--- src/rtl/sincos_phase_gen.sv ---
// sincos_phase_gen: programmable NCO phase generator feeding sincos_linear.
// Double-buffered config keeps frequency changes phase-continuous mid-run.
module sincos_phase_gen #(
    parameter int COUNT_WIDTH = 16,
    parameter int DIV_WIDTH   = 16
) (
    input  logic                   clk,
    input  logic                   resetn,
    input  logic                   cfg_we,
    input  logic [31:0]            cfg_freq,
    input  logic [31:0]            cfg_offset,
    input  logic [DIV_WIDTH-1:0]   cfg_div,
    input  logic [COUNT_WIDTH-1:0] cfg_burst,
    input  logic                   start,
    input  logic                   stop,
    output logic [31:0]            phase_o,
    output logic                   valid_o,
    output logic                   busy_o,
    output logic                   done_o
);
    localparam logic [0:0] S_IDLE = 1'b0;
    localparam logic [0:0] S_RUN  = 1'b1;

    logic [0:0]             r_state;
    logic [31:0]            r_freq_sh, r_offset_sh, r_freq_a, r_offset_a, r_acc, r_phase;
    logic [DIV_WIDTH-1:0]   r_div_sh, r_div_a, r_divcnt;
    logic [COUNT_WIDTH-1:0] r_burst_sh, r_burst_a, r_scnt;
    logic                   r_pend, r_valid, r_done;

    logic                   w_sample, w_last, w_stop;
    logic [COUNT_WIDTH-1:0] w_scnt_nxt;

    assign w_scnt_nxt = r_scnt + COUNT_WIDTH'(1);
    assign w_sample   = (r_state == S_RUN) && (r_divcnt == '0);
    assign w_last     = w_sample && (r_burst_a != '0) && (w_scnt_nxt == r_burst_a);
    // A stop on the final burst sample edge loses to the burst completion.
    assign w_stop     = (r_state == S_RUN) && stop && !w_last;

    always_ff @(posedge clk or negedge resetn) begin
        if (!resetn) begin
            r_state     <= S_IDLE;
            r_freq_sh   <= '0;
            r_offset_sh <= '0;
            r_div_sh    <= '0;
            r_burst_sh  <= '0;
            r_freq_a    <= '0;
            r_offset_a  <= '0;
            r_div_a     <= '0;
            r_burst_a   <= '0;
            r_acc       <= '0;
            r_divcnt    <= '0;
            r_scnt      <= '0;
            r_pend      <= 1'b0;
            r_phase     <= '0;
            r_valid     <= 1'b0;
            r_done      <= 1'b0;
        end else begin
            if (cfg_we) begin
                r_freq_sh   <= cfg_freq;
                r_offset_sh <= cfg_offset;
                r_div_sh    <= cfg_div;
                r_burst_sh  <= cfg_burst;
            end
            if (r_state == S_IDLE) begin
                r_valid <= 1'b0;
                r_done  <= 1'b0;
                if (start) begin
                    r_freq_a   <= cfg_we ? cfg_freq   : r_freq_sh;
                    r_offset_a <= cfg_we ? cfg_offset : r_offset_sh;
                    r_div_a    <= cfg_we ? cfg_div    : r_div_sh;
                    r_burst_a  <= cfg_we ? cfg_burst  : r_burst_sh;
                    r_acc      <= '0;
                    r_divcnt   <= '0;
                    r_scnt     <= '0;
                    r_pend     <= 1'b0;
                    r_state    <= S_RUN;
                end
            end else if (w_stop) begin
                r_valid <= 1'b0;
                r_done  <= 1'b0;
                r_state <= S_IDLE;
            end else if (w_sample) begin
                r_phase  <= r_acc + r_offset_a;
                r_valid  <= 1'b1;
                r_acc    <= r_acc + r_freq_a;
                r_scnt   <= w_scnt_nxt;
                r_divcnt <= r_pend ? r_div_sh : r_div_a;
                if (r_pend) begin
                    r_freq_a   <= r_freq_sh;
                    r_offset_a <= r_offset_sh;
                    r_div_a    <= r_div_sh;
                end
                // A write on this very edge stays pending for the next sample.
                r_pend   <= cfg_we;
                r_done   <= w_last;
                if (w_last) r_state <= S_IDLE;
            end else begin
                r_divcnt <= r_divcnt - DIV_WIDTH'(1);
                r_valid  <= 1'b0;
                r_done   <= 1'b0;
                r_pend   <= r_pend | cfg_we;
            end
        end
    end

    assign phase_o = r_phase;
    assign valid_o = r_valid;
    assign busy_o  = (r_state == S_RUN);
    assign done_o  = r_done;
endmodule

--- config.mk ---
export PLATFORM = sky130hd
export DESIGN_NAME = sincos_phase_gen
export DESIGN_NICKNAME = d
export VERILOG_FILES = /design/src/rtl/sincos_phase_gen.sv
export SDC_FILE = /design/constraint.sdc
export NUM_CORES = 1
export LEC_CHECK = 0
export ABC_AREA = 1
export CAP_MARGIN = 20
export CORE_MARGIN = 2
export CORE_UTILIZATION = 35
export DETAILED_ROUTE_END_ITERATION = 16
export PLACE_DENSITY = 0.61
export SLEW_MARGIN = 20
export SYNTH_ARGS = -nofsm -noshare
export SYNTH_HDL_FRONTEND = slang
export SYNTH_SLANG_ARGS = --single-unit
--- constraint.sdc ---
create_clock -name clk -period 3.4 [get_ports clk]
set_clock_uncertainty 0.05 [all_clocks]
set_input_delay 0.51 -clock clk [delete_from_list [all_inputs] [get_ports clk]]
set_output_delay 0.51 -clock clk [all_outputs]
set_load 0.02 [all_outputs]
After elaboration in Yosys (flattened, before gate mapping). Cells that the tools add are included.

Flip-flop bits (word level): 292. Bits of input ports: 101. Logic and storage cells: 86.

Add/subtract/negate cells: 4. Equal/unequal tests: 4. Multiplexer cells: 45. Bitwise gates (word level): 3. Reduce and logical (&&, ||, !) cells: 14.

Operator list (count): 2-to-1 mux 32 bit (16); 2-to-1 mux 16 bit (14); adder 32 bit (2); adder 16 x 1 -> 16 bit, second input constant (1); equality test 16 bit (1); zero test 16 bit (1); nonzero test 16 bit (1); subtractor 16 x 1 -> 16 bit, second input constant (1); 2-to-1 mux 1 bit (15); AND reduction 3 bit (2); logical AND 1 bit (5); != test 2 x 1 -> 1 bit, second input constant (2); AND reduction 2 bit (2); AND reduction 4 bit (1); != test 2 bit, second input constant (1); inverter 1 bit (2); nonzero test 2 bit (1); zero test 1 bit (1); OR 1 bit (1).

Logic depth before layout (Yosys ltp). Gate-level depths: netlist (run 1).

Depth after elaboration: 8. Mapped depth: 18.

Worst setup path before layout (run 1). Ideal clock, no wire load.

Kind: register to register. Start point: register r_scnt[0]. End point: register r_acc[1]. Library setup time: 0.117 ns. Arrival time: 2.144 ns. Data required time: 3.233 ns. Setup slack: 1.089 ns. Stages on the path, launching flop included: 17. Path buffers: 2. Period minus slack after synthesis: 2.311 ns. Path through: dfrtp_1 ha_1 nand2_1 nor2_4 nand2_1 o21ai_1 nand3_1 nand2_1 nand2_1 nor2_1 nand3_1 nand2_2 nand2_2 buf_6 buf_4 nand2_1 nand2_1.

Word-level cells in the longest chain between the ends: 7.

Ends and longest elaborated chain: from (decl) (RTL line 27) `logic [COUNT_WIDTH-1:0] r_burst_sh, r_burst_a, r_scnt;`; from (signal assigned) (RTL line 86) `r_scnt <= w_scnt_nxt;`; adder 16 x 1 -> 16 bit (RTL line 33) `assign w_scnt_nxt = r_scnt + COUNT_WIDTH'(1);`; equality test 16 bit (RTL line 35) `assign w_last = w_sample && (r_burst_a != '0) && (w_scnt_nxt == r_burst_a);`; logical AND 1 bit (RTL line 35); zero test 1 bit (RTL line 37) `assign w_stop = (r_state == S_RUN) && stop && !w_last;`; logical AND 1 bit (RTL line 37); != test 2 bit (no source line); AND reduction 3 bit (no source line); to (signal assigned) (RTL line 85) `r_acc <= r_acc + r_freq_a;`; to (decl) (RTL line 25) `logic [31:0] r_freq_sh, r_offset_sh, r_freq_a, r_offset_a, r_acc, r_phase;`.

Every way passes these cells. A chain may end at the register's enable or synchronous reset.

Worst setup path in the final report (run 1).
Start point: register r_scnt[0]. End point: register r_freq_a[30].

Word-level cells in the longest chain between the ends: 7.

Ends and longest elaborated chain: adder 16 x 1 -> 16 bit (RTL line 33); equality test 16 bit (RTL line 35); logical AND 1 bit (RTL line 35); zero test 1 bit (RTL line 37); logical AND 1 bit (RTL line 37); != test 2 bit (no source line); AND reduction 4 bit (no source line); to (signal assigned) (RTL line 68) `r_freq_a <= cfg_we ? cfg_freq : r_freq_sh;`; to (signal assigned) (RTL line 89) `r_freq_a <= r_freq_sh;`; to (decl) (RTL line 25).

Every way passes these cells.

==> results.py, run 1 <==
metrics = {
    "power_and_ir_drop": {
        "p_int_uw": 9100,
        "p_sw_uw": 6820,
        "power_frac_seq_pct": 34.0,
        "switching_share_pct": 42.9,
        "leakage_uw": 0.00967,
        "power_per_cell_area_nw_per_um2": 780,
        "combPwrFrac_pct": 42.3,
        "clkPwrFrac_pct": 23.7,
        "power.total_uw": 15900,
        "ir_drop_mv": 0.453,
    },
    "grt": {
        "grt_max_degree": 96,
        "antenna_found_initial": 0,
        "grtUsageTotal_pct": 20.5,
        "grt_first_pass_wirelength_um": 82800,
        "grt_pass1_vias": 15100,
        "grt_overflow": 0,
    },
    "clocking": {
        "htreeDepth": 2,
        "postCtsHoldBufs": 1,
        "cts_buffers": 36,
        "postCtsSetupRepairBufs": 0,
        "cts_root_buf": "clkbuf_16",
        "cts.sinks": 292,
        "clk_path_buf_depth": 3,
        "ctsResizeCount": 0,
        "clk_latency_ns": 0.56,
        "clk_pin_slew_ns": 0.06,
        "cts_tree": "done",
    },
    "logic_synthesis": {
        "yosys.area_share.simple_pct": 27.2,
        "syn_area_um2": 17200,
        "synthAdderAreaFrac_pct": 4.95,
        "avgSynthCellArea_um2": 7.44,
        "synth_cell_types": 42,
        "syn_nets": 2485,
        "synth-seq-area-share_pct": 42.4,
        "synth_top_family_by_area": "simple AND/OR/NAND/NOR gates",
        "synth_compound_area_share_pct": 15.0,
        "synth_mux_area_share_pct": 1.05,
        "ys_warn_count": 0,
        "netlist_instances": 2317,
        "synthXorXnorAreaFrac_pct": 2.35,
        "ys_ff_latch": 292,
    },
    "min_path": {
        "hold_class": "in -> reg",
    },
    "routing": {
        "drt_wl_total_um": 51100,
        "first_iter_violations": 1083,
        "drt_first_pass_iters": 5,
        "drc": 0,
        "ant_nets": 0,
        "wire_per_inst_um": 16.5,
        "vias": 15600,
        "via_per_inst": 5.02,
    },
    "cells_and_area": {
        "layout_commonest_cell": "nand2_1",
        "syn_to_final_growth_pct": 18.4,
        "fin_nets": 2584,
        "nFillCells": 4988,
        "drive_above_1_share_pct": 5.90,
        "n_antenna_cell": 0,
        "final_cell_mix": "nand2_1, dfrtp_1, o21ai_0",
    },
    "timing": {
        "tightest_slew_ns": 0.861,
        "drv_slew": 0,
        "period_needed_ns": 2.89,
        "tns_ns": 0,
        "hold_viol": 0,
        "slew_headroom_pct": 42.6,
        "fin_crit_sh_pct": 85.1,
        "rsz0062_at_grt": "no",
        "fmax_ghz": 0.345,
        "setup_viol": 0,
    },
    "floorplan": {
        "die_area_um2": 51000,
        "start_util_pct": 35.4,
        "boundaryPins": 136,
        "rows": 81,
        "design.core.area_um2": 48700,
        "fp.dieW_um": 226,
        "die_h_um": 226,
    },
    "setup_path": {
        "startpoint_type": "register",
        "required_ns": 3.82,
        "cp_max_fo": 81,
        "critical_path_arrival_ns": 3.31,
        "crit_path_end_kind": "register",
        "path_class": "reg -> reg",
    },
    "placement": {
        "hpwl_um": 38200,
        "port_buffers": 135,
        "gp_congestion": 0.924,
    },
    "outcome": {
        "outcome": "finished clean",
    },
    "flow_run": {
        "drv_cap": 0,
    },
}
==> critical path, cell delays in order, from the launching register on <==
cell	delay [ns]
dfrtp_1	0.42
ha_1	0.27
nand2_1	0.17
nor2_4	0.15
nand2_1	0.11
nand2_1	0.07
nand2_1	0.10
nand2_1	0.10
nand2_1	0.06
clkinv_1	0.04
nand3_1	0.06
nor2_1	0.12
nand3_1	0.15
nand2_2	0.25
buf_12	0.34
nand4_1	0.15
nand2_1	0.12
==> power groups by stage <==
stage	sequential [µW]	clock, µW	combinational [µW]
final	5420	3770	6730
after global routing	5510	4000	7630
after CTS	5420	3870	6760
after detailed placement	5460	0	6730
after global placement	5460	0	6660
after floorplan	5170	0	4590
==> synthesized netlist by cell type <==
cell      count  area (µm²)
nand2_1     764        2870
dfrtp_1     292        7310
o21ai_0     286        1430
inv_1       195         732
nor2_1      111         417
a21oi_1      98         490
nand3_1      97         485
nand4_1      88         551
ha_1         65         813
clkbuf_1     63         236
o21ai_1      33         165
nor3_1       25         125
xor2_1       23         201
o21ai_2      20         175
xnor2_1      18         158
mux2_2       16         180
buf_2        15        75.1
o211ai_1     15         113
buf_4         9        67.6
a21o_1        7        52.6
nand3b_1      7        52.6
or2_2         7        43.8
buf_1         6        22.5
buf_6         6        67.6
nand2_2       6        37.5
nor4_1        6        37.5
o21a_1        6        45.0
o21bai_1      5        37.5
nor2_2        4        25.0
a21boi_0      3        22.5
clkinv_1      3        11.3
a211oi_1      2        15.0
a22o_1        2        17.5
and2_1        2        12.5
fa_1          2        40.0
inv_2         2        7.51
o31ai_1       2        15.0
xnor3_1       2        45.0
a31oi_1       1        6.26
and3_1        1        6.26
nand3_2       1        10.0
nor2_4        1        11.3
==> layout make-up <==
class / count / area (µm²) / share of cell area, %
Multi-Input combinational cell: 1726 / 8710 / 42.7
Sequential cell: 292 / 7310 / 35.8
Timing Repair Buffer: 160 / 1660 / 8.12
Clock buffer: 46 / 978 / 4.79
Tap cell: 664 / 831 / 4.07
Inverter: 200 / 753 / 3.69
Clock inverter: 18 / 173 / 0.846
==> metrics by stage <==
step | instances | worst slack (ns) | area [µm²] | hold slack (ns) | utilization (%)
5_1_grt | 3106 | 0.164 | 20400 | 0.423 | 41.9
3_3_place_gp | 3041 | 0.552 | 19200 | 0.404 | 39.5
4_1_cts | 3106 | 0.514 | 20400 | 0.366 | 41.9
6_report | 3106 | 0.505 | 20400 | 0.390 | 41.9
3_5_place_dp | 3041 | 0.539 | 19200 | 0.409 | 39.5
2_1_floorplan | 2317 | 1.09 | 17200 | 0.164 | -
==> routing by layer <==
layer	global-route usage, %	vias up	part of all wire (%)
met4	5.83	0	2.1
li1	-	7880	-
met3	2.33	61	4.1
met2	34.6	274	48
met5	0	-	0
met1	27.7	7372	46
==> cell families after synthesis <==
kind of cell	after synthesis
muxes	16
AOI/OAI and AO/OA	480
buffers and inverters	299
DFF	292
xor gates and xnor gates	43
adders and majority gates	67
and+or+nand+nor	1120
==> sequential cells by signal, indices dropped and copies added (netlist names), 16 cells and up <==
| signal | count |
|---|---|
| r_burst_a | 16 |
| r_freq_a | 32 |
| r_burst_sh | 16 |
| r_offset_sh | 32 |
| phase_o | 32 |
| r_div_sh | 16 |
| r_scnt | 16 |
| r_div_a | 16 |
| r_acc | 32 |
| r_freq_sh | 32 |
| r_offset_a | 32 |
| r_divcnt | 16 |
==> path summary, 6_finish.rpt <==
kind	start	to	slack, ns	cells past startpoint
worst max-delay path	r_scnt[0]	r_freq_a[30]	0.51	16
worst min-delay path	cfg_we	r_freq_sh[5]	0.39	3
worst max register to register	r_scnt[0]	r_freq_a[30]	0.51	16
worst min register to register	r_div_a[7]	r_div_a[7]	0.42	2
max in group asynchronous	resetn	r_freq_sh[13]	1.93	3
min in group asynchronous	resetn	r_div_sh[3]	0.47	2
Power figures use the tool's default switching activity.
==> run 2, diff against run 1 <==
- SLEW_MARGIN: 20 -> unset
==> results of run 2 <==
Final layout, timing and power as in run 1 (identical DEF).
==> run 3, diff against run 2 <==
- GPL_ROUTABILITY_DRIVEN: unset -> 1
==> results of run 3 <==
Final layout, timing and power as in run 1 (identical DEF).
